### src/rtl/mc_main_control.sv
// mc_main_control: multicycle main control FSM for the MIPS datapath.
// Sequences Fetch / Decode / Execute / Memory / Writeback. It decodes the
// opcode once per instruction and stalls in FETCH, MEMRD and MEMWR until
// MemReady is high.
//
// Ports:
//   clk, reset  - single clock; synchronous active-high reset forces FETCH
//   Op          - opcode from the instruction register
//   MemReady    - memory access completes this cycle
//   PCWrite, PCWriteCond, IorD, MemRead, MemWrite, MemtoReg, IRWrite,
//   PCSource, AluOp, AluSrcA, AluSrcB, RegWrite, RegDst - datapath controls
//   IllegalOp   - unsupported opcode seen in DECODE (one cycle)
//   State       - current state encoding, for debug
//
// Optional feature: define ADDI_EN to support addi (states ADDIEX/ADDIWB).
// When it is undefined, addi is illegal and encodings 10/11 act as unused.
module mc_main_control #(
  parameter logic [5:0] OP_RTYPE = 6'b000000,
  parameter logic [5:0] OP_LW    = 6'b100011,
  parameter logic [5:0] OP_SW    = 6'b101011,
  parameter logic [5:0] OP_BEQ   = 6'b000100,
  parameter logic [5:0] OP_J     = 6'b000010,
  parameter logic [5:0] OP_ADDI  = 6'b001000
) (
  input  logic       clk,
  input  logic       reset,
  input  logic [5:0] Op,
  input  logic       MemReady,
  output logic       PCWrite,
  output logic       PCWriteCond,
  output logic       IorD,
  output logic       MemRead,
  output logic       MemWrite,
  output logic       MemtoReg,
  output logic       IRWrite,
  output logic [1:0] PCSource,
  output logic [1:0] AluOp,
  output logic       AluSrcA,
  output logic [1:0] AluSrcB,
  output logic       RegWrite,
  output logic       RegDst,
  output logic       IllegalOp,
  output logic [3:0] State
);

  typedef enum logic [3:0] {
    S_FETCH  = 4'd0,
    S_DECODE = 4'd1,
    S_MEMADR = 4'd2,
    S_MEMRD  = 4'd3,
    S_MEMWB  = 4'd4,
    S_MEMWR  = 4'd5,
    S_EXEC   = 4'd6,
    S_RCOMP  = 4'd7,
    S_BRANCH = 4'd8,
    S_JUMP   = 4'd9,
    S_ADDIEX = 4'd10,
    S_ADDIWB = 4'd11
  } state_e;

  state_e state_q, state_d;

  always_ff @(posedge clk) begin
    if (reset) state_q <= S_FETCH;
    else       state_q <= state_d;
  end

  assign State = state_q;

  always_comb begin
    state_d     = S_FETCH;
    PCWrite     = 1'b0;
    PCWriteCond = 1'b0;
    IorD        = 1'b0;
    MemRead     = 1'b0;
    MemWrite    = 1'b0;
    MemtoReg    = 1'b0;
    IRWrite     = 1'b0;
    PCSource    = '0;
    AluOp       = '0;
    AluSrcA     = 1'b0;
    AluSrcB     = '0;
    RegWrite    = 1'b0;
    RegDst      = 1'b0;
    IllegalOp   = 1'b0;

    case (state_q)
      S_FETCH: begin
        MemRead = 1'b1;
        AluSrcB = 2'b01;
        // IR and PC+4 are committed only on the cycle the fetch completes.
        IRWrite = MemReady;
        PCWrite = MemReady;
        state_d = MemReady ? S_DECODE : S_FETCH;
      end
      S_DECODE: begin
        AluSrcB = 2'b11;
        if (Op == OP_LW || Op == OP_SW) state_d = S_MEMADR;
        else if (Op == OP_RTYPE)        state_d = S_EXEC;
        else if (Op == OP_BEQ)          state_d = S_BRANCH;
        else if (Op == OP_J)            state_d = S_JUMP;
`ifdef ADDI_EN
        else if (Op == OP_ADDI)         state_d = S_ADDIEX;
`endif
        else begin
          IllegalOp = 1'b1;
          state_d   = S_FETCH;
        end
      end
      S_MEMADR: begin
        AluSrcA = 1'b1;
        AluSrcB = 2'b10;
        // Only lw/sw reach here, so anything that is not sw is a load.
        state_d = (Op == OP_SW) ? S_MEMWR : S_MEMRD;
      end
      S_MEMRD: begin
        MemRead = 1'b1;
        IorD    = 1'b1;
        state_d = MemReady ? S_MEMWB : S_MEMRD;
      end
      S_MEMWB: begin
        RegWrite = 1'b1;
        MemtoReg = 1'b1;
      end
      S_MEMWR: begin
        MemWrite = 1'b1;
        IorD     = 1'b1;
        state_d  = MemReady ? S_FETCH : S_MEMWR;
      end
      S_EXEC: begin
        AluSrcA = 1'b1;
        AluOp   = 2'b10;
        state_d = S_RCOMP;
      end
      S_RCOMP: begin
        RegWrite = 1'b1;
        RegDst   = 1'b1;
      end
      S_BRANCH: begin
        AluSrcA     = 1'b1;
        AluOp       = 2'b01;
        PCWriteCond = 1'b1;
        PCSource    = 2'b01;
      end
      S_JUMP: begin
        PCWrite  = 1'b1;
        PCSource = 2'b10;
      end
`ifdef ADDI_EN
      S_ADDIEX: begin
        AluSrcA = 1'b1;
        AluSrcB = 2'b10;
        state_d = S_ADDIWB;
      end
      S_ADDIWB: begin
        RegWrite = 1'b1;
      end
`endif
      default: ;
    endcase
  end

endmodule

### config.mk
export PLATFORM = sky130hd
export DESIGN_NAME = mc_main_control
export DESIGN_NICKNAME = d
export VERILOG_FILES = /design/src/rtl/mc_main_control.sv
export SDC_FILE = /design/constraint.sdc
export NUM_CORES = 1
export LEC_CHECK = 0
export BUFFER_PORTS_ARGS = -buffer_cell sky130_fd_sc_hd__buf_2
export CORE_AREA = 4 4 41 43
export DETAILED_ROUTE_END_ITERATION = 7
export DIE_AREA = 0 0 45 47
export PLACE_DENSITY_LB_ADDON = 0.08
export SETUP_SLACK_MARGIN = 0.3
export SYNTH_ARGS = -nofsm -noshare
export SYNTH_HDL_FRONTEND = slang
export SYNTH_SLANG_ARGS = --single-unit
### constraint.sdc
create_clock -name clk -period 1.55 [get_ports clk]
set_input_delay 0.2325 -clock clk [delete_from_list [all_inputs] [get_ports clk]]
set_output_delay 0.2325 -clock clk [all_outputs]
set_load 0.05 [all_outputs]
* After elaboration in Yosys (flattened, before gate mapping)
Index checks and enable logic that the tools add are counted.
** Word-level totals
- Register bits after elaboration :: 4
- Bits in latches :: 0
- Bits in writable memories :: 0
- ROM bits :: 0
- Bits of input ports :: 9
- Output and inout bits :: 21
- Memories :: 0
** Operators by class
- Add/sub/neg operators :: 0
- Multiply operators :: 0
- Divide/modulo/power cells :: 0
- $lt $le $gt $ge :: 0
- Eq/ne operators :: 13
- Shifts and indexed selects :: 0
- Muxes and demuxes :: 27
- Bitwise operators :: 0
- Reductions and logical operators :: 7
** Operator list (count)
- $pmux 4 s6 :: 1
- $eq 4x3->1 const B :: 4
- $mux 4 :: 4
- $mux 1 :: 15
- $eq 6x6->1 const B :: 2
- $mux 3 :: 3
- $eq 4x2->1 const B :: 2
- $eq 4x4->1 const B :: 2
- $pmux 2 s2 :: 2
- $eq 6x2->1 const B :: 1
- $eq 6x3->1 const B :: 1
- $logic_not 6->1 :: 1
- $pmux 2 s3 :: 1
- $reduce_or 2->1 :: 3
- $eq 4x1->1 const B :: 1
- $logic_not 4->1 :: 1
- $reduce_or 3->1 :: 1
- $pmux 1 s2 :: 1
- $logic_or 1x1->1 :: 1

* Longest topological paths before layout
- Word-level depth :: 6
- Mapped depth :: 5

* Least setup slack after synthesis
Ideal clock, no wire load.
- Kind :: register to output
- Start point :: register state_q[3], in the netlist State[3]
- End point :: output PCSource[0]
- Arrival :: 2.554 ns
- Setup slack :: -1.236 ns
- Stages on the path, launching flop included :: 5
- Buffers on the path :: 2
- Path through :: dfxtp_1 > clkbuf_1 > nand2b_1 > nor3_1 > buf_4
** Between the ends
- Word-level cells in the longest chain between the ends :: 2
- Elaborated cells on any way between the ends :: 3
- Those cells by class :: 2 x eq/ne; 1 x mux
** RTL lines
- from (decl) :: line 61 : state_e state_q, state_d;
- from (signal assigned) :: line 65 : else state_q <= state_d;
- $eq 4x4->1 :: line 87 : case (state_q)
- $pmux 2 s2 * :: line 87
- to (decl) :: line 36 : output logic [1:0] PCSource,
Mark *: on every way between the ends. The rest lies on a longest branch, timed or not.

* Worst setup path after layout
- Start point :: register state_q[2], in the netlist State[2]
- End point :: output IllegalOp
** Between the ends
- Word-level cells in the longest chain between the ends :: 2
** RTL lines
- $eq 4x1->1 :: line 87
- $mux 1 :: line 87
- to (decl) :: line 42 : output logic IllegalOp,
Every way passes these cells.

==> metrics.md <==
| Metric | Value |
|---|---|
| CTS Root Cell | `clkbuf_4` |
| Vias | `885` |
| Setup ws final | `-0.0922 ns` |
| FFs w/ async S/R, synth | `0` |
| Final Cell Area | `1250 um^2` |
| Antenna viol nets, final | `0` |
| Sw frac | `0.419` |
| Failing checks | `setup timing` |
| Number of vias per cell | `6.60` |
| Worst-Skew Late Latency | `0.26 ns` |
| Ratio of cells with drive above 1 in the final layout | `0.824` |
| H-tree depth | `1` |
| Area Growth Syn to Fin | `176%` |
| Initial antenna violation count | `0` |
| Worst path slowest cell | `dfxtp_4` |
| Hold Path Origin | `reset` |
| P_sw | `0.206 mW` |
| Tcrit/Tclk final | `1.06` |
| GRT Overall Usage | `0.252` |
| Total gr overflow | `0` |
| Outcome | `complete, but fails checks` |
| IO Pins | `30` |
| Final Instance Count excl. Fillers | `about 130` |
| Final Skew | `0.0122 ns` |
| Most common flop cell mapped by yosys | `dfxtp_1` |
| Final setup violation count | `3` |
| Final Util | `0.960` |
| Avg Cell Area, Syn | `6.64 um^2` |
| CP max stage delay | `0.38 ns` |
| Slew Limit Fails | `0` |
| Hold buffers post-CTS | `0` |
| Setup tns final | `-0.195 ns` |
| Mapped Nets | `77` |
| EDFF count, synth | `0` |
| DRT Pass-1 Iters | `4` |
| Flop2flop setup slack | `0.10 ns` |
| Crit path cell chain | `nor2_2 -> nand3_2 -> a211oi_4 -> buf_6` |
| Min-Delay Path Class | `primary input to flip-flop` |
| Cell area after synthesis | `452 um^2` |
| Share of the yosys chip area belonging to registers | `0.177` |
| CTS tree | `done` |
| WHS Endpoint | `State[3]$_SDFF_PP0_` |
| 1st-iter DRT viols | `slightly below 90` |
| Lkg Pwr | `0.490 nW` |
| Hold Crit Depth | `3` |
| Tot Pwr | `0.491 mW` |
| Slew Limit Headroom | `0.751` |
| Clk pin slew, worst setup/hold paths | `0.05 ns` |
| Die area | `2120 um^2` |
| Max reg flops | `4` |
| DRC | `0` |
| Crit. End Element | `output port` |
| Initial core utilization | `0.347` |
| Area post-placement | `between 800 and 900 um^2` |
| CP Data Required Time | `approximately 1.3 ns` |
| Setup crit start kind | `flip-flop` |
| Max IR drop VDD | `345 uV` |
| Cell Int Power | `0.286 mW` |
| Total CTS buffers | `3` |
| Mapped Cells | `68` |
| Cell area power density | `394 nW/um^2` |
| RR Endpoint | `State[0]$_SDFF_PP0_` |
| Drt total wl | `3480 um` |
| Setup CP Type | `flip-flop to output port` |
| Combinational Power Share | `0.477` |
| Synthesis-stage register bit count | `4` |
| Netlist cell types | `29` |
| RSZ-0062 raised after global routing | `yes` |
| CP arrival | `1.41 ns` |
| FF-to-FF path depth | `6` |
| # nets final | `130` |
| Crit path time final | `1.64 ns` |
| RR Startpoint | `State[0]$_SDFF_PP0_` |
| Worst Tran Pin Value | `0.372 ns` |
| DR WL/cell | `26.0 um` |
| Worst-path fanout max | `7` |
| First-pass GRT wire length | `3750 um` |
| Sequential Power Share | `0.215` |
| Number of global-route vias before repair | `749` |
| Hpwl dp | `1260 um` |
| Core Region | `1300 um^2` |
| Final hold slack | `about 0.36 ns` |
| Final Hold Fails | `0` |
| Clock sinks | `4` |
| DIE WIDTH | `45 um` |
| Clk pwr share | `0.308` |
| Max-cap viol count | `0` |
| Clock Tree Buf Depth | `2` |
| Pre-CTS setup slack | `-0.0265 ns` |
| Port buffer count | `29` |
| Largest net degree at the start of global routing | `11` |
| Inserted Diodes | `0` |
| GP Congestion | `0.763` |
| Die Span Y | `47 um` |
| Row count | `13` |
| Fmax achieved | `609 MHz` |
| DP Cell Count | `116` |
| Synth Warn # | `0` |
-- final cells by class --
| cell class | count | area, um^2 |
|---|---|---|
| Clock buffer | 3 | 22.5 |
| Fill cell | 27 | 52.6 |
| Inverter | 3 | 15.0 |
| Multi-Input combinational cell | 56 | 569 |
| Sequential cell | 4 | 95.1 |
| Tap cell | 15 | 18.8 |
| Timing Repair Buffer | 53 | 528 |
-- worst max-delay path: cells and delay by family, from the launching register on --
family	cells	cell delay, ns
flops	1	0.38
buf+inv	1	0.19
compound gates	1	0.21
simple gates	2	0.36
-- metal layers --
layer	track usage	wire [um]
met1	0.276	1160
met2	0.460	1620
met3	0.0307	395
met4	0.158	315
met5	0	0
-- worst max-delay path by stage --
| stage | startpoint | slack (ns) | cells past startpoint | end |
|---|---|---|---|---|
| 2_1_floorplan | State[3]$_SDFF_PP0_ | -0.23 | 5 | RegWrite |
| 3_3_place_gp | Op[5] | -0.002 | 5 | IllegalOp |
| 3_5_place_dp | Op[5] | -0.03 | 5 | IllegalOp |
| 4_1_cts | State[3]$_SDFF_PP0_ | -0.02 | 5 | RegWrite |
| 5_1_grt | State[2]$_SDFF_PP0_ | -0.13 | 4 | IllegalOp |
| 6_report | State[2]$_SDFF_PP0_ | -0.09 | 4 | IllegalOp |
-- synth_stat cells, types with 2 or more instances --
cell      instances  area (um^2)
a21oi_1           2         10.0
inv_1             3         11.3
nor2_1           11         41.3
buf_2             2         10.0
nand2b_1          4         25.0
dfxtp_1           4         80.1
nand3_1           3         15.0
nor2b_1           3         18.8
o21ai_0           4         20.0
nor3_1            9         45.0
xnor2_1           3         26.3
or2_2             3         18.8
-- cell families (layout without fill, tap and decap cells) --
family          Yosys count  in the layout  synth area share
compound gates           13             13             0.197
xor+xnor                  3              3            0.0582
buf+inv                   8             59            0.0803
flops                     4              4             0.177
mux                       1              1            0.0222
simple gates             39             39             0.465
-- cells in the final DEF, fill, tap and decap left out, types with 2 or more instances in the layout --
cell	n
nand2b_4	3
nor2_4	4
or2_4	3
buf_2	7
nor3_2	2
o21ai_0	4
nor2_1	3
dfxtp_4	4
nor2b_1	2
buf_8	7
nor3_4	6
buf_6	22
clkbuf_4	5
nand3_1	2
a21oi_2	2
nor2_2	4
buf_4	14
-- power by group through the flow --
stage               combinational (mW)  sequential, mW  clock, mW
floorplan                        0.102           0.113          0
global route                     0.242           0.106      0.154
CTS                              0.208           0.105      0.135
detailed placement               0.152           0.107          0
global placement                 0.149           0.107          0
finish                           0.234           0.106      0.151
-- repair_timing --
item | CTS | global route
pin swaps | 8 | 4
buffers inserted | 12 | 3
resized for setup | 60 | 19
endpoints found under the setup margin | 22 | 24
(Power assumes the default switching activity.)
